`src/rtl/reorder_buffer.sv`:
```
// reorder_buffer
// In-order retirement buffer between rename/dispatch and the free pool.
// Entries are allocated at the tail and marked done by writeback. Up to
// COMMIT_WIDTH consecutive done entries retire from the head each cycle.
// Each retired entry that wrote rd returns its old physical register to the free pool.
// Optional feature: define ROB_EXCEPTION_EN to add excepting writebacks.
// An excepting entry stops retirement when it reaches the head and reports its pc.
// It then clears the buffer on the following edge.
module reorder_buffer #(
    parameter int  DEPTH        = 16,
    parameter int  PREG_WIDTH   = 6,
    parameter int  AREG_WIDTH   = 5,
    parameter int  PC_WIDTH     = 12,
    parameter int  WB_PORTS     = 3,
    parameter int  COMMIT_WIDTH = 2,
    localparam int IDXW         = $clog2(DEPTH)
) (
    input  logic                               clk,
    input  logic                               rst,
    input  logic                               disp_valid,
    output logic                               disp_ready,
    input  logic                               disp_reg_write,
    input  logic [AREG_WIDTH-1:0]              disp_areg,
    input  logic [PREG_WIDTH-1:0]              disp_preg,
    input  logic [PREG_WIDTH-1:0]              disp_old_preg,
    input  logic [PC_WIDTH-1:0]                disp_pc,
    output logic [IDXW-1:0]                    disp_rob_num,
    input  logic [WB_PORTS-1:0]                wb_valid,
    input  logic [WB_PORTS*IDXW-1:0]           wb_rob_num,
    output logic [COMMIT_WIDTH-1:0]            cmt_valid,
    output logic [COMMIT_WIDTH-1:0]            cmt_reg_write,
    output logic [COMMIT_WIDTH*AREG_WIDTH-1:0] cmt_areg,
    output logic [COMMIT_WIDTH*PREG_WIDTH-1:0] cmt_preg,
    output logic [COMMIT_WIDTH-1:0]            free_push,
    output logic [COMMIT_WIDTH*PREG_WIDTH-1:0] free_preg,
    input  logic                               flush,
`ifdef ROB_EXCEPTION_EN
    input  logic [WB_PORTS-1:0]                wb_exc,
    output logic                               exc_valid,
    output logic [PC_WIDTH-1:0]                exc_pc,
`endif
    output logic [IDXW:0]                      count,
    output logic                               empty,
    output logic                               full
);

    // Pointers carry an extra wrap bit so full and empty are distinguishable
    logic [IDXW:0]           head;
    logic [IDXW:0]           tail;
    logic [IDXW-1:0]         head_idx;
    logic [IDXW-1:0]         tail_idx;

    // Per-entry status and payload
    logic [DEPTH-1:0]        ent_valid;
    logic [DEPTH-1:0]        ent_done;
    logic [DEPTH-1:0]        ent_reg_write;
    logic [DEPTH-1:0]        ent_blocked;
    logic [AREG_WIDTH-1:0]   ent_areg     [DEPTH];
    logic [PREG_WIDTH-1:0]   ent_preg     [DEPTH];
    logic [PREG_WIDTH-1:0]   ent_old_preg [DEPTH];

    // Decoded writeback tags and the retirement window
    logic [IDXW-1:0]         wb_idx  [WB_PORTS];
    logic [IDXW-1:0]         ret_idx [COMMIT_WIDTH];
    logic [COMMIT_WIDTH-1:0] ret_mask;
    logic [IDXW:0]           ret_cnt;
    logic                    ret_run;

    logic                    accept;
    logic                    clear_all;

`ifdef ROB_EXCEPTION_EN
    logic [DEPTH-1:0]        ent_exc;
    logic [PC_WIDTH-1:0]     ent_pc [DEPTH];
    logic                    exc_pending;
    logic                    exc_hit;

    assign ent_blocked = ent_exc;
    assign clear_all   = flush | exc_pending;
    assign exc_hit     = ent_valid[head_idx] & ent_done[head_idx] & ent_exc[head_idx] & ~exc_pending;
`else
    assign ent_blocked = '0;
    assign clear_all   = flush;
`endif

    assign head_idx     = head[IDXW-1:0];
    assign tail_idx     = tail[IDXW-1:0];
    assign full         = ((head ^ tail) == {1'b1, {IDXW{1'b0}}});
    assign empty        = (count == '0);
    assign disp_ready   = ~full;
    assign disp_rob_num = tail_idx;
    assign accept       = disp_valid & disp_ready;
    assign free_push    = cmt_valid & cmt_reg_write;

    // Split the packed writeback tag bus into one index per port
    always_comb begin
        for (int p = 0; p < WB_PORTS; p++) begin
            wb_idx[p] = wb_rob_num[p*IDXW +: IDXW];
        end
    end

    // Entry indices of the retirement window, wrapping around the array
    always_comb begin
        for (int i = 0; i < COMMIT_WIDTH; i++) begin
            ret_idx[i] = head_idx + IDXW'(i);
        end
    end

    // Count the run of done entries from head; the first not-ready entry ends it
    always_comb begin
        ret_mask = '0;
        ret_cnt  = '0;
        ret_run  = 1'b1;
        for (int i = 0; i < COMMIT_WIDTH; i++) begin
            ret_run = ret_run & ent_valid[ret_idx[i]] & ent_done[ret_idx[i]]
                      & ~ent_blocked[ret_idx[i]];
            ret_mask[i] = ret_run;
            if (ret_run) begin
                ret_cnt = ret_cnt + {{IDXW{1'b0}}, 1'b1};
            end
        end
    end

    // Pointers, status bits and registered commit lanes; clearing beats everything
    always_ff @(posedge clk or negedge rst) begin
        if (!rst) begin
            head          <= '0;
            tail          <= '0;
            count         <= '0;
            ent_valid     <= '0;
            ent_done      <= '0;
            cmt_valid     <= '0;
            cmt_reg_write <= '0;
            cmt_areg      <= '0;
            cmt_preg      <= '0;
            free_preg     <= '0;
`ifdef ROB_EXCEPTION_EN
            ent_exc       <= '0;
            exc_pending   <= 1'b0;
            exc_valid     <= 1'b0;
            exc_pc        <= '0;
`endif
        end else if (clear_all) begin
            head          <= '0;
            tail          <= '0;
            count         <= '0;
            ent_valid     <= '0;
            ent_done      <= '0;
            cmt_valid     <= '0;
            cmt_reg_write <= '0;
            cmt_areg      <= '0;
            cmt_preg      <= '0;
            free_preg     <= '0;
`ifdef ROB_EXCEPTION_EN
            ent_exc       <= '0;
            exc_pending   <= 1'b0;
            exc_valid     <= 1'b0;
            exc_pc        <= '0;
`endif
        end else begin
            for (int p = 0; p < WB_PORTS; p++) begin
                if (wb_valid[p] && ent_valid[wb_idx[p]]) begin
                    ent_done[wb_idx[p]] <= 1'b1;
`ifdef ROB_EXCEPTION_EN
                    if (wb_exc[p]) begin
                        ent_exc[wb_idx[p]] <= 1'b1;
                    end
`endif
                end
            end
            for (int i = 0; i < COMMIT_WIDTH; i++) begin
                if (ret_mask[i]) begin
                    ent_valid[ret_idx[i]] <= 1'b0;
                    ent_done[ret_idx[i]]  <= 1'b0;
                end
            end
            if (accept) begin
                ent_valid[tail_idx] <= 1'b1;
                ent_done[tail_idx]  <= 1'b0;
`ifdef ROB_EXCEPTION_EN
                ent_exc[tail_idx]   <= 1'b0;
`endif
            end
            head  <= head + ret_cnt;
            tail  <= tail + {{IDXW{1'b0}}, accept};
            count <= count + {{IDXW{1'b0}}, accept} - ret_cnt;
            for (int i = 0; i < COMMIT_WIDTH; i++) begin
                cmt_valid[i]     <= ret_mask[i];
                cmt_reg_write[i] <= ret_mask[i] & ent_reg_write[ret_idx[i]];
                cmt_areg[i*AREG_WIDTH +: AREG_WIDTH] <=
                    ret_mask[i] ? ent_areg[ret_idx[i]] : '0;
                cmt_preg[i*PREG_WIDTH +: PREG_WIDTH] <=
                    ret_mask[i] ? ent_preg[ret_idx[i]] : '0;
                free_preg[i*PREG_WIDTH +: PREG_WIDTH] <=
                    (ret_mask[i] && ent_reg_write[ret_idx[i]]) ? ent_old_preg[ret_idx[i]] : '0;
            end
`ifdef ROB_EXCEPTION_EN
            exc_valid <= exc_hit;
            exc_pc    <= exc_hit ? ent_pc[head_idx] : '0;
            if (exc_hit) begin
                exc_pending <= 1'b1;
            end
`endif
        end
    end

    // Payload capture on accepted dispatch; status bits decide whether it is live
    always_ff @(posedge clk) begin
        if (accept) begin
            ent_reg_write[tail_idx] <= disp_reg_write;
            ent_areg[tail_idx]      <= disp_areg;
            ent_preg[tail_idx]      <= disp_preg;
            ent_old_preg[tail_idx]  <= disp_old_preg;
`ifdef ROB_EXCEPTION_EN
            ent_pc[tail_idx]        <= disp_pc;
`endif
        end
    end

endmodule

```
`config.mk`:
```
export PLATFORM = sky130hd
export DESIGN_NAME = reorder_buffer
export DESIGN_NICKNAME = d
export VERILOG_FILES = /design/src/rtl/reorder_buffer.sv
export SDC_FILE = /design/constraint.sdc
export NUM_CORES = 1
export LEC_CHECK = 0
export ABC_CLOCK_PERIOD_IN_PS = 10900
export CAP_MARGIN = 20
export CORE_UTILIZATION = 35
export DETAILED_ROUTE_END_ITERATION = 8
export DONT_BUFFER_PORTS = 1
export MAX_ROUTING_LAYER = met4
export PLACE_DENSITY = 0.53
export SLEW_MARGIN = 20
export SYNTH_ARGS = -nofsm -noshare
export SYNTH_HDL_FRONTEND = slang
export SYNTH_SLANG_ARGS = --single-unit
```
`constraint.sdc`:
```
create_clock -name clk -period 10.9 [get_ports clk]
set_input_delay 1.09 -clock clk [delete_from_list [all_inputs] [get_ports clk]]
set_output_delay 1.09 -clock clk [all_outputs]
set_load 0.1 [all_outputs]
```
== After elaboration in Yosys (flattened, before gate mapping) ==
Memories as Yosys holds them, arrays and structs flattened.
Index checks and enable logic that the tools add are counted.

* Output and inout port bits: 52
* Register bits after elaboration: 101
* ROM bits: 32
* Bits in writable memories: 272
* Memories kept: 5
* Latch bits: 0

{| class="wikitable"
|+ Memory list
! memory !! words !! bits a word !! read ports !! clocked after Yosys merged registers in !! write ports !! line !! RTL
|-
| ent_old_preg || 16 || 6 || 2 || 0 || 1 || 60 || <nowiki>logic [PREG_WIDTH-1:0] ent_old_preg [DEPTH];</nowiki>
|-
| ent_preg || 16 || 6 || 2 || 0 || 1 || 59 || <nowiki>logic [PREG_WIDTH-1:0] ent_preg [DEPTH];</nowiki>
|-
| ent_areg || 16 || 5 || 2 || 0 || 1 || 58 || <nowiki>logic [AREG_WIDTH-1:0] ent_areg [DEPTH];</nowiki>
|-
| (no name shown) || 16 || 1 || 1 || 0 || 0 || 116 || <nowiki>& ~ent_blocked[ret_idx[i]];</nowiki>
|-
| (no name shown) || 16 || 1 || 1 || 0 || 0 || 116 ||
|}

* Equal/unequal tests: 1
* Bitwise logic cells: 25
* Order comparisons: 12
* Add/subtract/negate cells: 6
* Reductions and logical operators: 12
* Multiply operators: 0
* Mux-type cells: 69
* Divide/modulo/power cells: 0
* Shifts and indexed selects: 0

{| class="wikitable"
|+ Operators with widths
! operator !! number
|-
| $mux 16 || 18
|-
| $and 16x16->16 || 5
|-
| $or 16x16->16 || 4
|-
| $not 16->16 || 3
|-
| $bmux 1 s4 || 9
|-
| $lt 4x5->1 const B || 6
|-
| $mux 5 || 6
|-
| $demux 1 s4 || 6
|-
| $ge 4x1->1 const B || 6
|-
| $mux 12 || 2
|-
| $mux 6 || 4
|-
| $mux 1 || 20
|-
| $bwmux 16 || 1
|-
| $logic_and 1x1->1 || 11
|-
| $add 5x1->5 || 2
|-
| $mux 10 || 1
|-
| $and 1x1->1 || 8
|-
| $add 5x1->5 const B || 1
|-
| $add 5x5->5 || 1
|-
| $eq 5x5->1 const B || 1
|-
| $logic_not 5->1 || 1
|-
| $sub 5x5->5 || 1
|-
| $xor 5x5->5 || 1
|-
| $add 4x1->4 const B || 1
|-
| other kinds (3) || 6
|}

== Logic depth before layout (Yosys ltp) ==
* Word-level depth: 22
* Gate-level depth with buffers: 19
* Mapped depth without buffers: 16

== Worst setup path after synthesis ==
Ideal clock, no wire load.

* Path type: reg2out
* Start: reg count[2]
* End: out empty
* Stages on the path, launching flop included: 4
* Buffers on the path: 0
* Path slack: 5,651 ps
* Data required time: 9,810 ps
* Arrival time: 4,159 ps
* Cells stage by stage: dfrtp_1 -> inv_1 -> ha_1 -> nor4b_1

* Cells in the longest elaborated chain, start to end: 1

{| class="wikitable"
|+ RTL lines
! what !! line !! RTL
|-
| start: declaration || 42 || <nowiki>output logic [IDXW:0] count,</nowiki>
|-
| start signal: assignment || 186 || <nowiki>count <= count + {{IDXW{1'b0}}, accept} - ret_cnt;</nowiki>
|-
| $logic_not 5->1 || 89 || <nowiki>assign empty = (count == '0);</nowiki>
|-
| end: declaration || 43 || <nowiki>output logic empty,</nowiki>
|}

Every way passes these cells.

== Final worst setup path ==
* Start: reg head[0]
* End: reg count[4]

* Cells in the longest elaborated chain, start to end: 10
* Elaborated cells on any way between the ends: 30
* Those cells by class: add/sub: 4; eq/ne: 1; mux: 13; bitwise: 10; memory: 2

{| class="wikitable"
|+ RTL lines
! what !! line !! RTL
|-
| start: declaration || 48 || <nowiki>logic [IDXW:0] head;</nowiki>
|-
| start signal: assignment || 184 || <nowiki>head <= head + ret_cnt;</nowiki>
|-
| parallel branches: the longest is 8 deep, another holds $add 5x1->5 || - ||
|-
| $sub 5x5->5 (*) || 186 ||
|-
| $mux 5 (*) || 143 || <nowiki>end else if (clear_all) begin</nowiki>
|}

Every way passes the cells marked *. The select of a mux whose other input is x is not followed.
A chain may end at the register's enable or synchronous reset.

==> out/results.ini <==
[global_routing]
grt_use_total_pct = 19.0
grt_start_max_net_pins = 86
number_of_antenna_violations_at_the_first_check_in_global_routing = 1
grt_pass1_vias = 10400
overflow = 0
global_route_wire_length_before_repair_um = 71400

[critical_path]
worst-r2r-cell-count = 16
r2r_slack_ns = 5.03
critical_path.cell_chain = buf_4, buf_4, mux4_2, nand3_1, and4_1, nor2_2, and3_1, ha_1, ha_1, inv_1, ha_1, fa_1, a21oi_1, nor2_1, or3_1, a21oi_1
worst-path-buf-inv = 3
crit_family = buffers and inverters
worstReg2RegStart = head[0]
worstPathRequired_ns = 11.38
element_type_at_the_critical_path_end = flop
critical_path_start_end_classification = flop to flop
cp_slowest_cell = sky130_fd_sc_hd__buf_4
critical_path.max_fanout = 58
critical-path-max-stage-delay_ns = 0.77
rr_endpoint = count[4]
worst-endpoint-arrival_ns = 6.35
critical_path.most_common_cell = sky130_fd_sc_hd__ha_1
worst_setup_path_start_kind = flop

[placement]
place.detailed.hpwl_um = 27900
place.gp.congestion = 0.857
place_area_mm2 = 0.0189
post-place-cells = 1636
dpl_worst_slack_ns = 5.08
port_buffers = 0

[power_and_ir_drop]
vdd_ir_drop_max_mv = 0.0994
total_switching_power_uw = 695
share_clk_of_total_power_pct = 45.4
total_leakage_power_uw = 0.00668
power.switching_fraction_pct = 21.8
p_int_uw = 2500
seq_power_share_pct = 50.2
share_comb_of_total_power_pct = 4.4
power.density_mw_per_mm2 = 157

[logic_synthesis]
yosys.cell_count.top_type = sky130_fd_sc_hd__edfxtp_1
synth.area.top_cells = sky130_fd_sc_hd__edfxtp_1 48%, sky130_fd_sc_hd__mux4_2 22%, sky130_fd_sc_hd__dfrtp_1 12%, sky130_fd_sc_hd__mux4_1 2.6%, sky130_fd_sc_hd__ha_1 1.1%
syn_nets = 1075
yosysSeqAreaShare_pct = 59.3
synthesis.yosys.warnings = 0
synth_flop_cell = sky130_fd_sc_hd__edfxtp_1
async_flop_share_pct = 22.8
post_synth.cell_area_avg_um2 = 18.0
synth.lib_cells_used.distinct = 67
ys_top_cells_by_count = 288 x sky130_fd_sc_hd__edfxtp_1, 180 x sky130_fd_sc_hd__mux4_2, 85 x sky130_fd_sc_hd__dfrtp_1, 41 x sky130_fd_sc_hd__nor2_1
postSynthRegisterBits = 373
synth_edf_count = 288
post_synth_inst_count = 1008
netlist.top_cell.by_area = sky130_fd_sc_hd__edfxtp_1
yosys.area.top_type_share_pct = 47.6
mappedNetlistArea_mm2 = 0.0182

[sta]
total_negative_setup_slack_ns = 0
finalSetupViolCount = 0
report.final.slew_viol_count = 0
finalCritPeriodShare_pct = 53.8
setup_slack_ns = 5.03
timing.max_slew.rel_slack_pct = 26.6
worst_slew_pin_slew_ns = 1.10
fmaxAchievable_ghz = 0.170
hold_viol = 0
finalWorstPathRequiredPeriod_ns = 5.87
rsz_0062_raised_after_global_routing = false
skew_ns = 0.0153

[layout]
final_util_pct = 39.6
finish.net_count = 1066
flow.area_growth_from_synthesis_pct = 11.7
finish.cell_count_without_fillers = 1710
post_route_cells_drive_above_1_share_pct = 29.2
multiInputGateArea_mm2 = 0.00699
antenna_cells_inserted = 0
footprint_of_the_flip_flops_and_latches_mm2 = 0.0108
final_design_area_no_fill_mm2 = 0.0203
nFillCells = 4644

[floorplanning]
placeableCoreArea_mm2 = 0.0513
io_pins = 101
floorplan.die.width_um = 230
fp.dieH_um = 230
die_area_mm2 = 0.0529
placement_rows = 83
effective_utilization_at_floorplan_pct = 35.4

[cts]
post_cts_hold_buffer_count = 0
numCtsBuffers = 41
cts.repair.resized = 0
path_clk_slew_ns = 0.06
cts_max_level = 2
postCtsSetupRepairBufs = 0
cts_tree = done
clock_tree.root_cell = sky130_fd_sc_hd__clkbuf_16
cts_buffer_depth = 3
clkLatencyLatePin_ns = 0.57
clock_sink_count = 373

[detailed_routing]
via_per_inst = 5.86
routed_wire_length_per_instance_um = 28.0
first_iter_violations = 1015
dr_vias = 10000
drt_first_pass_iters = 5
postRouteWirelength_um = 47800
drt_drc_violations_left = 0
postRouteAntennaNets = 0

[min_path]
timing.hold.worst.class = input port to async pin

[job]
max_cap_viol_count = 0

[run_status]
run_status = finished clean

through the flow:
step	total power (uW)	hold slack [ns]
after floorplan	1740	0.516
after global placement	1770	0.558
after detailed placement	1770	0.552
after CTS	3240	0.182
after global routing	3300	0.190
final	3200	0.225
sequential cells by signal, summed over array words and instances (netlist names), 10 cells and up:
name           flops
cmt_areg          10
cmt_preg          12
ent_done          16
free_preg         12
ent_preg          96
ent_old_preg      96
ent_reg_write     16
ent_valid         16
ent_areg          80
per-layer routing:
layer  wire [um]  GRT usage, %
met1       20000          24.7
met2       24200          31.1
met3        2850          3.17
met4         744          4.93
met5           0             -
power by group through the flow:
stage,clock network (uW),registers (uW),logic (uW)
6_report,1450,1600,141
5_1_grt,1540,1610,150
4_1_cts,1490,1600,142
3_5_place_dp,0,1630,141
3_3_place_gp,0,1630,141
2_1_floorplan,0,1630,108
cell families (layout without fill, tap and decap cells):
logic type	count (synthesis)	in the layout	share of synthesized area, %
xor+xnor	16	16	0.771
flops	373	373	59.3
fa+ha+maj	18	18	1.32
mux	206	206	25.4
compound gates	96	96	3.96
buf+inv	94	116	2.97
simple gates	205	205	6.33
cells in the final DEF, fill, tap and decap left out, types with 7 or more instances in the layout:
cell type                   count
sky130_fd_sc_hd__a21oi_1       15
sky130_fd_sc_hd__a22o_1        10
sky130_fd_sc_hd__a31oi_1       13
sky130_fd_sc_hd__and2_1        18
sky130_fd_sc_hd__and3_1        16
sky130_fd_sc_hd__and3b_1        9
sky130_fd_sc_hd__buf_4         23
sky130_fd_sc_hd__bufinv_16      7
sky130_fd_sc_hd__clkbuf_1       8
sky130_fd_sc_hd__clkbuf_16     42
sky130_fd_sc_hd__dfrtp_1       81
sky130_fd_sc_hd__edfxtp_1     288
sky130_fd_sc_hd__ha_1          15
sky130_fd_sc_hd__inv_1         18
sky130_fd_sc_hd__mux4_1        18
sky130_fd_sc_hd__mux4_2       180
sky130_fd_sc_hd__nand2_1       27
sky130_fd_sc_hd__nand3_1       19
sky130_fd_sc_hd__nand3b_1       7
sky130_fd_sc_hd__nor2_1        29
sky130_fd_sc_hd__nor2_4         7
sky130_fd_sc_hd__nor2b_1       27
sky130_fd_sc_hd__o21ai_0        8
sky130_fd_sc_hd__o221ai_1       9
sky130_fd_sc_hd__xor2_1         9
cell type report:
type                            count  share of cell area [%]
Sequential cell                   373                    53.1
Tap cell                          680                    4.19
Timing Repair Buffer               24                   0.974
Clock inverter                     22                    1.55
Multi-Input combinational cell    541                    34.4
Clock buffer                       52                    5.40
Inverter                           18                   0.333
how the worst max path moves through the flow:
stage	to	cells past startpoint	slack [ns]	startpoint
2_1_floorplan	empty	3	5.65	count[2]
3_3_place_gp	count[4]	16	5.05	head[0]
3_5_place_dp	count[4]	16	5.08	head[0]
4_1_cts	count[4]	16	5.03	head[0]
5_1_grt	count[4]	16	4.67	head[0]
6_report	count[4]	16	5.03	head[0]
worst register-to-register path: stages, from the launching register on:
cell                      delay, ns
sky130_fd_sc_hd__dfrtp_4       0.60
sky130_fd_sc_hd__buf_4         0.78
sky130_fd_sc_hd__buf_4         0.78
sky130_fd_sc_hd__mux4_2        0.62
sky130_fd_sc_hd__nand3_1       0.12
sky130_fd_sc_hd__and4_1        0.43
sky130_fd_sc_hd__nor2_2        0.20
sky130_fd_sc_hd__and3_1        0.20
sky130_fd_sc_hd__ha_1          0.33
sky130_fd_sc_hd__ha_1          0.30
sky130_fd_sc_hd__inv_1         0.04
sky130_fd_sc_hd__ha_1          0.20
sky130_fd_sc_hd__fa_1          0.47
sky130_fd_sc_hd__a21oi_1       0.17
sky130_fd_sc_hd__nor2_1        0.07
sky130_fd_sc_hd__or3_1         0.34
sky130_fd_sc_hd__a21oi_1       0.14
(Power assumes the default switching activity.)
